## src/rtl/uart_cmd_wrapper_if.sv

```systemverilog
// uart_cmd_wrapper_if: command/response handshake between the UART endpoint and the command processor.
interface uart_cmd_wrapper_if;
    logic [15:0] cmd;
    logic        cmd_rdy;
    logic        clr_cmd_rdy;
    logic [7:0]  resp;
    logic        send_resp;
    logic        tx_busy;
    logic        resp_sent;
    logic        frm_err;
    modport master (
        input  cmd, cmd_rdy, tx_busy, resp_sent, frm_err,
        output clr_cmd_rdy, resp, send_resp
    );
    modport slave (
        output cmd, cmd_rdy, tx_busy, resp_sent, frm_err,
        input  clr_cmd_rdy, resp, send_resp
    );
endinterface

```

## src/rtl/uart_cmd_wrapper.sv

```systemverilog
// uart_cmd_wrapper: 8N1 UART endpoint assembling two-byte commands and serialising one-byte responses.
// Define CMD_TIMEOUT_EN to drop a held high byte when the low byte does not arrive within TIMEOUT cycles.
module uart_cmd_wrapper #(
    parameter int BAUD_DIV = 2604,
    parameter int TIMEOUT  = 1000000
) (
    input  logic clk,
    input  logic rst,
    input  logic RX,
    output logic TX,
    uart_cmd_wrapper_if.slave bus
);
    localparam logic [11:0] BIT_END  = 12'(BAUD_DIV - 1);
    localparam logic [11:0] HALF_END = 12'(BAUD_DIV / 2 - 1);
    if (BAUD_DIV < 8 || BAUD_DIV > 4095 || TIMEOUT < 1) begin : g_bad_param
        $error("uart_cmd_wrapper: parameter out of range");
    end
    typedef enum logic [1:0] {RX_IDLE, RX_START, RX_DATA, RX_STOP} rx_state_t;
    typedef enum logic {WAIT_HIGH, WAIT_LOW} w_state_t;
    typedef enum logic {TX_IDLE, TX_SHIFT} tx_state_t;
    rx_state_t   rx_state;
    logic        rx_s1, rx_s2, rx_prev;
    logic [11:0] rx_cnt;
    logic [2:0]  rx_bit;
    logic [7:0]  rx_sh;
    logic        rx_tick, rx_vld, rx_bad;
    w_state_t    w_state;
    logic [7:0]  hi;
    logic [15:0] cmd;
    logic        cmd_rdy, frm_err;
    tx_state_t   tx_state;
    logic [11:0] tx_cnt;
    logic [3:0]  tx_bit;
    logic [8:0]  tx_sh;
    logic        tx_busy, resp_sent;
    assign rx_tick = rx_cnt == BIT_END;
    assign rx_vld  = rx_state == RX_STOP && rx_tick && rx_s2;
    assign rx_bad  = rx_state == RX_STOP && rx_tick && !rx_s2;
    assign bus.cmd       = cmd;
    assign bus.cmd_rdy   = cmd_rdy;
    assign bus.frm_err   = frm_err;
    assign bus.tx_busy   = tx_busy;
    assign bus.resp_sent = resp_sent;
    // Synchroniser presets high so reset never looks like a start edge.
    always_ff @(posedge clk) begin
        if (rst) begin
            rx_s1    <= 1'b1;
            rx_s2    <= 1'b1;
            rx_prev  <= 1'b1;
            rx_state <= RX_IDLE;
            rx_cnt   <= '0;
            rx_bit   <= '0;
            rx_sh    <= '0;
            frm_err  <= 1'b0;
        end else begin
            rx_s1   <= RX;
            rx_s2   <= rx_s1;
            rx_prev <= rx_s2;
            frm_err <= rx_bad;
            case (rx_state)
                RX_IDLE: begin
                    rx_cnt <= '0;
                    if (rx_prev && !rx_s2) rx_state <= RX_START;
                end
                RX_START: begin
                    rx_cnt <= rx_cnt == HALF_END ? '0 : rx_cnt + 1'b1;
                    rx_bit <= '0;
                    if (rx_cnt == HALF_END) rx_state <= rx_s2 ? RX_IDLE : RX_DATA;
                end
                RX_DATA: begin
                    rx_cnt <= rx_tick ? '0 : rx_cnt + 1'b1;
                    if (rx_tick) begin
                        rx_sh  <= {rx_s2, rx_sh[7:1]};
                        rx_bit <= rx_bit + 1'b1;
                        if (rx_bit == 3'd7) rx_state <= RX_STOP;
                    end
                end
                RX_STOP: begin
                    rx_cnt <= rx_tick ? '0 : rx_cnt + 1'b1;
                    if (rx_tick) rx_state <= RX_IDLE;
                end
            endcase
        end
    end
`ifdef CMD_TIMEOUT_EN
    localparam int TO_W = $clog2(TIMEOUT + 1);
    localparam logic [TO_W-1:0] TO_END = TO_W'(TIMEOUT - 1);
    logic [TO_W-1:0] to_cnt;
    always_ff @(posedge clk) begin
        if (rst || w_state != WAIT_LOW || rx_vld || rx_bad) to_cnt <= '0;
        else to_cnt <= to_cnt + 1'b1;
    end
`endif
    // A completing command is written after the clear so that set wins.
    always_ff @(posedge clk) begin
        if (rst) begin
            w_state <= WAIT_HIGH;
            hi      <= '0;
            cmd     <= '0;
            cmd_rdy <= 1'b0;
        end else begin
            if (bus.clr_cmd_rdy) cmd_rdy <= 1'b0;
            if (rx_bad) w_state <= WAIT_HIGH;
            else if (rx_vld && w_state == WAIT_HIGH) begin
                hi      <= rx_sh;
                cmd_rdy <= 1'b0;
                w_state <= WAIT_LOW;
            end else if (rx_vld) begin
                cmd     <= {hi, rx_sh};
                cmd_rdy <= 1'b1;
                w_state <= WAIT_HIGH;
            end
`ifdef CMD_TIMEOUT_EN
            else if (w_state == WAIT_LOW && to_cnt == TO_END) w_state <= WAIT_HIGH;
`endif
        end
    end
    always_ff @(posedge clk) begin
        if (rst) begin
            tx_state  <= TX_IDLE;
            TX        <= 1'b1;
            tx_busy   <= 1'b0;
            resp_sent <= 1'b0;
            tx_cnt    <= '0;
            tx_bit    <= '0;
            tx_sh     <= '1;
        end else begin
            resp_sent <= 1'b0;
            case (tx_state)
                TX_IDLE: begin
                    if (bus.send_resp) begin
                        tx_sh    <= {1'b1, bus.resp};
                        TX       <= 1'b0;
                        tx_busy  <= 1'b1;
                        tx_cnt   <= '0;
                        tx_bit   <= '0;
                        tx_state <= TX_SHIFT;
                    end
                end
                TX_SHIFT: begin
                    tx_cnt <= tx_cnt == BIT_END ? '0 : tx_cnt + 1'b1;
                    if (tx_cnt == BIT_END && tx_bit == 4'd9) begin
                        TX        <= 1'b1;
                        tx_busy   <= 1'b0;
                        resp_sent <= 1'b1;
                        tx_state  <= TX_IDLE;
                    end else if (tx_cnt == BIT_END) begin
                        TX     <= tx_sh[0];
                        tx_sh  <= {1'b1, tx_sh[8:1]};
                        tx_bit <= tx_bit + 1'b1;
                    end
                end
            endcase
        end
    end
endmodule

```

## src/flat_wrapper.sv

```systemverilog
// flat-port wrapper written by rule: the top's interface ports become plain ports
module uart_cmd_wrapper_flat 
#(
    parameter int BAUD_DIV = 2604,
    parameter int TIMEOUT  = 1000000
)
  (clk, rst, RX, TX, bus_cmd, bus_cmd_rdy, bus_tx_busy, bus_resp_sent, bus_frm_err, bus_clr_cmd_rdy, bus_resp, bus_send_resp);
  uart_cmd_wrapper_if bus_i ();
  input  logic clk;
  input  logic rst;
  input  logic RX;
  output logic TX;
  output wire logic [$bits(bus_i.cmd)-1:0] bus_cmd;
  output wire logic [$bits(bus_i.cmd_rdy)-1:0] bus_cmd_rdy;
  output wire logic [$bits(bus_i.tx_busy)-1:0] bus_tx_busy;
  output wire logic [$bits(bus_i.resp_sent)-1:0] bus_resp_sent;
  output wire logic [$bits(bus_i.frm_err)-1:0] bus_frm_err;
  input wire logic [$bits(bus_i.clr_cmd_rdy)-1:0] bus_clr_cmd_rdy;
  input wire logic [$bits(bus_i.resp)-1:0] bus_resp;
  input wire logic [$bits(bus_i.send_resp)-1:0] bus_send_resp;
  assign bus_cmd = bus_i.cmd;
  assign bus_cmd_rdy = bus_i.cmd_rdy;
  assign bus_tx_busy = bus_i.tx_busy;
  assign bus_resp_sent = bus_i.resp_sent;
  assign bus_frm_err = bus_i.frm_err;
  assign bus_i.clr_cmd_rdy = bus_clr_cmd_rdy;
  assign bus_i.resp = bus_resp;
  assign bus_i.send_resp = bus_send_resp;
  uart_cmd_wrapper #(.BAUD_DIV(BAUD_DIV), .TIMEOUT(TIMEOUT)) u_core (.clk(clk), .rst(rst), .RX(RX), .TX(TX), .bus(bus_i));
endmodule
```

## config.mk

```make
export PLATFORM = sky130hd
export DESIGN_NAME = uart_cmd_wrapper_flat
export DESIGN_NICKNAME = d
export VERILOG_FILES = /design/src/rtl/uart_cmd_wrapper_if.sv /design/src/rtl/uart_cmd_wrapper.sv /design/src/flat_wrapper.sv
export SDC_FILE = /design/constraint.sdc
export NUM_CORES = 1
export LEC_CHECK = 0
export CAP_MARGIN = 40
export CORE_ASPECT_RATIO = 1.25
export CORE_MARGIN = 8
export CORE_UTILIZATION = 30
export DETAILED_ROUTE_END_ITERATION = 8
export HOLD_SLACK_MARGIN = 0.06
export PLACE_DENSITY_LB_ADDON = 0.08
export SYNTH_ARGS = -nofsm -noshare
export SYNTH_HDL_FRONTEND = slang
export SYNTH_SLANG_ARGS = --single-unit
```

## constraint.sdc

```tcl
create_clock -name clk -period 3 [get_ports clk]
set_input_delay 0.3 -clock clk [delete_from_list [all_inputs] [get_ports clk]]
set_output_delay 0.3 -clock clk [all_outputs]
set_load 0.01 [all_outputs]
```

==> impl_metrics.tcl <==
set metrics [dict create \
    status "completed" \
    route.detailed.drc 0 \
    power.leakage_nw 1.552 \
    grt_setup_unrepaired "false" \
    clock_latency_ns 0.34 \
    clk_path_buf_depth 2 \
    max_freq_mhz 467.0 \
    area_growth_pct 19.63 \
    cts_tree "done" \
    drive_above_1_share_pct 7.586 \
    path_cells "ha_1, and4bb_2, nand4_1, o21a_1, mux2i_1" \
    hold_viol 0 \
    start_util_pct 30.65 \
    die_height_um 140.3 \
    h-tree-depth 3 \
    met1_usage_pct 12.24 \
    postSynth.asyncResetShare_pct 0 \
    slew_headroom_pct 58.82 \
    finalInstanceArea_sq_mm 0.004438 \
    ios 34 \
    fin_skew_ns 0.008466 \
    irDropWorstVdd_uv 224.5 \
    syn_nets 421 \
    dpl.cell_count 583 \
    finalSetupTns_ns 0 \
    powerDensity_mw_per_mm2 511.7 \
    met2_usage_pct 17.12 \
    yosys_warnings 0 \
    syn_avg_cell_area_sq_um 9.251 \
    drtIter0Drc 96 \
    grt_pass1_wl_um 13510 \
    dpl.hpwl_um 5646 \
    min-delay-start "u_core.rx_s1$_SDFF_PP1_" \
    maxCapViolations 0 \
    ys_seq_elements 83 \
    core_region_area_sq_mm 0.01211 \
    synthesis.area_sq_mm 0.003710 \
    port-buffer-count 33 \
    antenna_cells 0 \
    post_cts_buffers 0 \
    gr-usage-all-layers_pct 10.28 \
    cp.required_ns 3.21 \
    report.power.total_mw 2.271 \
    cts_resized 0 \
    viasPerCell 4.778 \
    first_pass_iters 5 \
    ant_nets 0 \
    hold_class "register to register" \
    rr_startpoint "u_core.tx_cnt[0]$_SDFFE_PP0P_" \
    layout.cells.non_filler 599 \
    grt_use_met3_pct 2.237 \
    grt.busiest_layer "met2" \
    ctsHoldBuffers 0 \
    hold_ws_ns 0.4096 \
    worst_path_max_delay_cell "o21a_1" \
    fp.dieArea_sq_mm 0.01620 \
    cp-start-kind "register" \
    worst-path-max-fanout 14 \
    cts_sinks 83 \
    rr_endpoint "u_core.tx_sh[1]$_SDFFE_PP1P_" \
    holdPathStages 1 \
    period_share_pct 71.38 \
    grt_start_max_net_pins 27 \
    finalSetupViolations 0 \
    tightestPinTransition_ns 0.6159 \
    ys.flop_type "dfxtp_1" \
    timing.final.crit_period_ns 2.142 \
    cts_root_buffer "clkbuf_16" \
    num_rows 45 \
    wl_per_cell_um 13.27 \
    end_kind "register" \
    crit_type "register to register" \
    dieWidth_um 115.5 \
    dpl-instance-area_sq_mm 0.004159 \
    reg2regPathDepth 5 \
    nNetsFinal 450 \
    synth_edf_count 0 \
    synth_cell_types 50 \
    yosysSeqAreaShare_pct 44.79 \
    crit_arrival_ns 2.35 \
    clkTransAtPathRegs_ns 0.06 \
    netlist_instances 401 \
    place_congestion 0.7691 \
    antenna_found_initial 0 \
    routed_wl_um 7948 \
    reg2reg_slack_ns 0.86 \
    drv_slew 0 \
    grt_pass1_vias 2705 \
    dr_total_vias 2862 \
    slowest_delay_ns 0.49 \
    grt-ovfl-total 0 \
    cts_buffers 9 \
    holdPathEnd "u_core.rx_s2$_SDFF_PP1_" \
]
[critical path: cells and delay by family (launching register included)]
kind / cells / cell delay [ns]
fa+ha+maj: 1 / 0.26
compound gates: 1 / 0.49
mux: 1 / 0.17
simple gates: 2 / 0.70
flops: 1 / 0.39
[area by class of cell]
type | instances | area, sq um
fill | 1240 | 7667
clock inverter | 7 | 53.80
inverter | 9 | 33.78
tap | 164 | 205.2
multi-input combinational | 287 | 1876
sequential | 83 | 1662
clock buffer | 9 | 225.2
timing repair buffer | 40 | 382.9
[power by group]
group          internal, mW  total, mW  switching, mW  leakage, nW
Clock                 0.565       1.04          0.476        0.128
Sequential             1.12       1.13         0.0109        0.672
Combinational        0.0465      0.102         0.0559        0.752
[worst max path at each step]
stage | from | to | slack [ns] | cells after the start
2_1_floorplan | u_core.rx_cnt[0]$_SDFF_PP0_ | u_core.bus.cmd[10]$_SDFFE_PP0P_ | 1.14 | 8
3_3_place_gp | u_core.tx_cnt[0]$_SDFFE_PP0P_ | u_core.tx_sh[2]$_SDFFE_PP1P_ | 0.90 | 5
3_5_place_dp | u_core.tx_cnt[0]$_SDFFE_PP0P_ | u_core.tx_sh[1]$_SDFFE_PP1P_ | 0.86 | 5
4_1_cts | u_core.tx_cnt[0]$_SDFFE_PP0P_ | u_core.tx_sh[1]$_SDFFE_PP1P_ | 0.84 | 5
5_1_grt | u_core.tx_cnt[0]$_SDFFE_PP0P_ | u_core.tx_bit[2]$_SDFFE_PP0P_ | 0.63 | 5
6_report | u_core.tx_cnt[0]$_SDFFE_PP0P_ | u_core.tx_sh[1]$_SDFFE_PP1P_ | 0.86 | 5
[Yosys cell counts, types with 3 or more instances]
master	n	area, sq um
a31oi_1	11	68.82
nor3_1	5	25.02
ha_1	7	87.58
clkbuf_1	13	48.80
a211oi_1	9	67.56
nand4_1	10	62.56
a21oi_1	10	50.05
nor2_1	41	153.9
xor2_1	6	52.55
or2_2	3	18.77
clkbuf_8	3	41.29
nand2_1	54	202.7
o211ai_1	3	22.52
o21ai_0	10	50.05
buf_6	3	33.78
nand3b_1	5	37.54
or4_1	3	22.52
inv_1	9	33.78
buf_2	3	15.01
and2_1	7	43.79
and3_1	5	31.28
mux2i_1	40	400.4
nor4_1	4	25.02
xnor2_1	7	61.31
or3_1	4	25.02
nand3_1	12	60.06
dfxtp_1	83	1662
[layout by cell type (no fill, tap or decap), types with 6 or more instances in the layout]
cell type	Yosys	final
a31oi_1	11	11
o21ai_0	10	10
and2_1	7	7
clkbuf_16	0	9
xor2_1	6	6
a211oi_1	9	9
nand4_1	10	10
xnor2_1	7	7
dfxtp_1	83	83
mux2i_1	40	40
buf_4	0	7
nor2_1	41	41
ha_1	7	7
nand3_1	12	12
a21oi_1	10	10
inv_1	9	9
nand2_1	54	54
clkdlybuf4s50_1	0	33
[flip-flops by register name (all words and copies together) (netlist names), 3 cells and up, named ones only]
signal,count
u_core.bus.cmd,16
u_core.hi,8
u_core.rx_bit,3
u_core.rx_cnt,12
u_core.rx_sh,8
u_core.tx_bit,4
u_core.tx_cnt,12
u_core.tx_sh,8
[routing by layer]
layer  share of wire [%]  routed length (um)  vias up
met2                  49                3902       31
met4                 1.7                 132        0
met1                  46                3635     1342
met3                 3.5                 277       11
li1                    -                   -     1478
met5                   0                   0        -
[logic make-up (layout without fill, tap and decap cells)]
group                    count (synthesis)  after routing  share of synthesized area, %
XOR/XNOR                                13             13                         3.069
AO/OA/AOI/OAI                           54             54                         9.646
flip-flops                              83             83                         44.79
buffers and inverters                   31             65                         4.654
AND/OR/NAND/NOR                        173            173                         24.69
multiplexers                            40             40                         10.79
adder cells (fa/ha/maj)                  7              7                         2.361
[through the flow]
step,utilization [%],setup WS [ns]
finish,36.66,0.8585
global route,36.66,0.6253
CTS,36.66,0.8392
detailed placement,34.36,0.8610
global placement,34.36,0.9034
floorplan,-,1.143
Power figures use the tool's default switching activity.
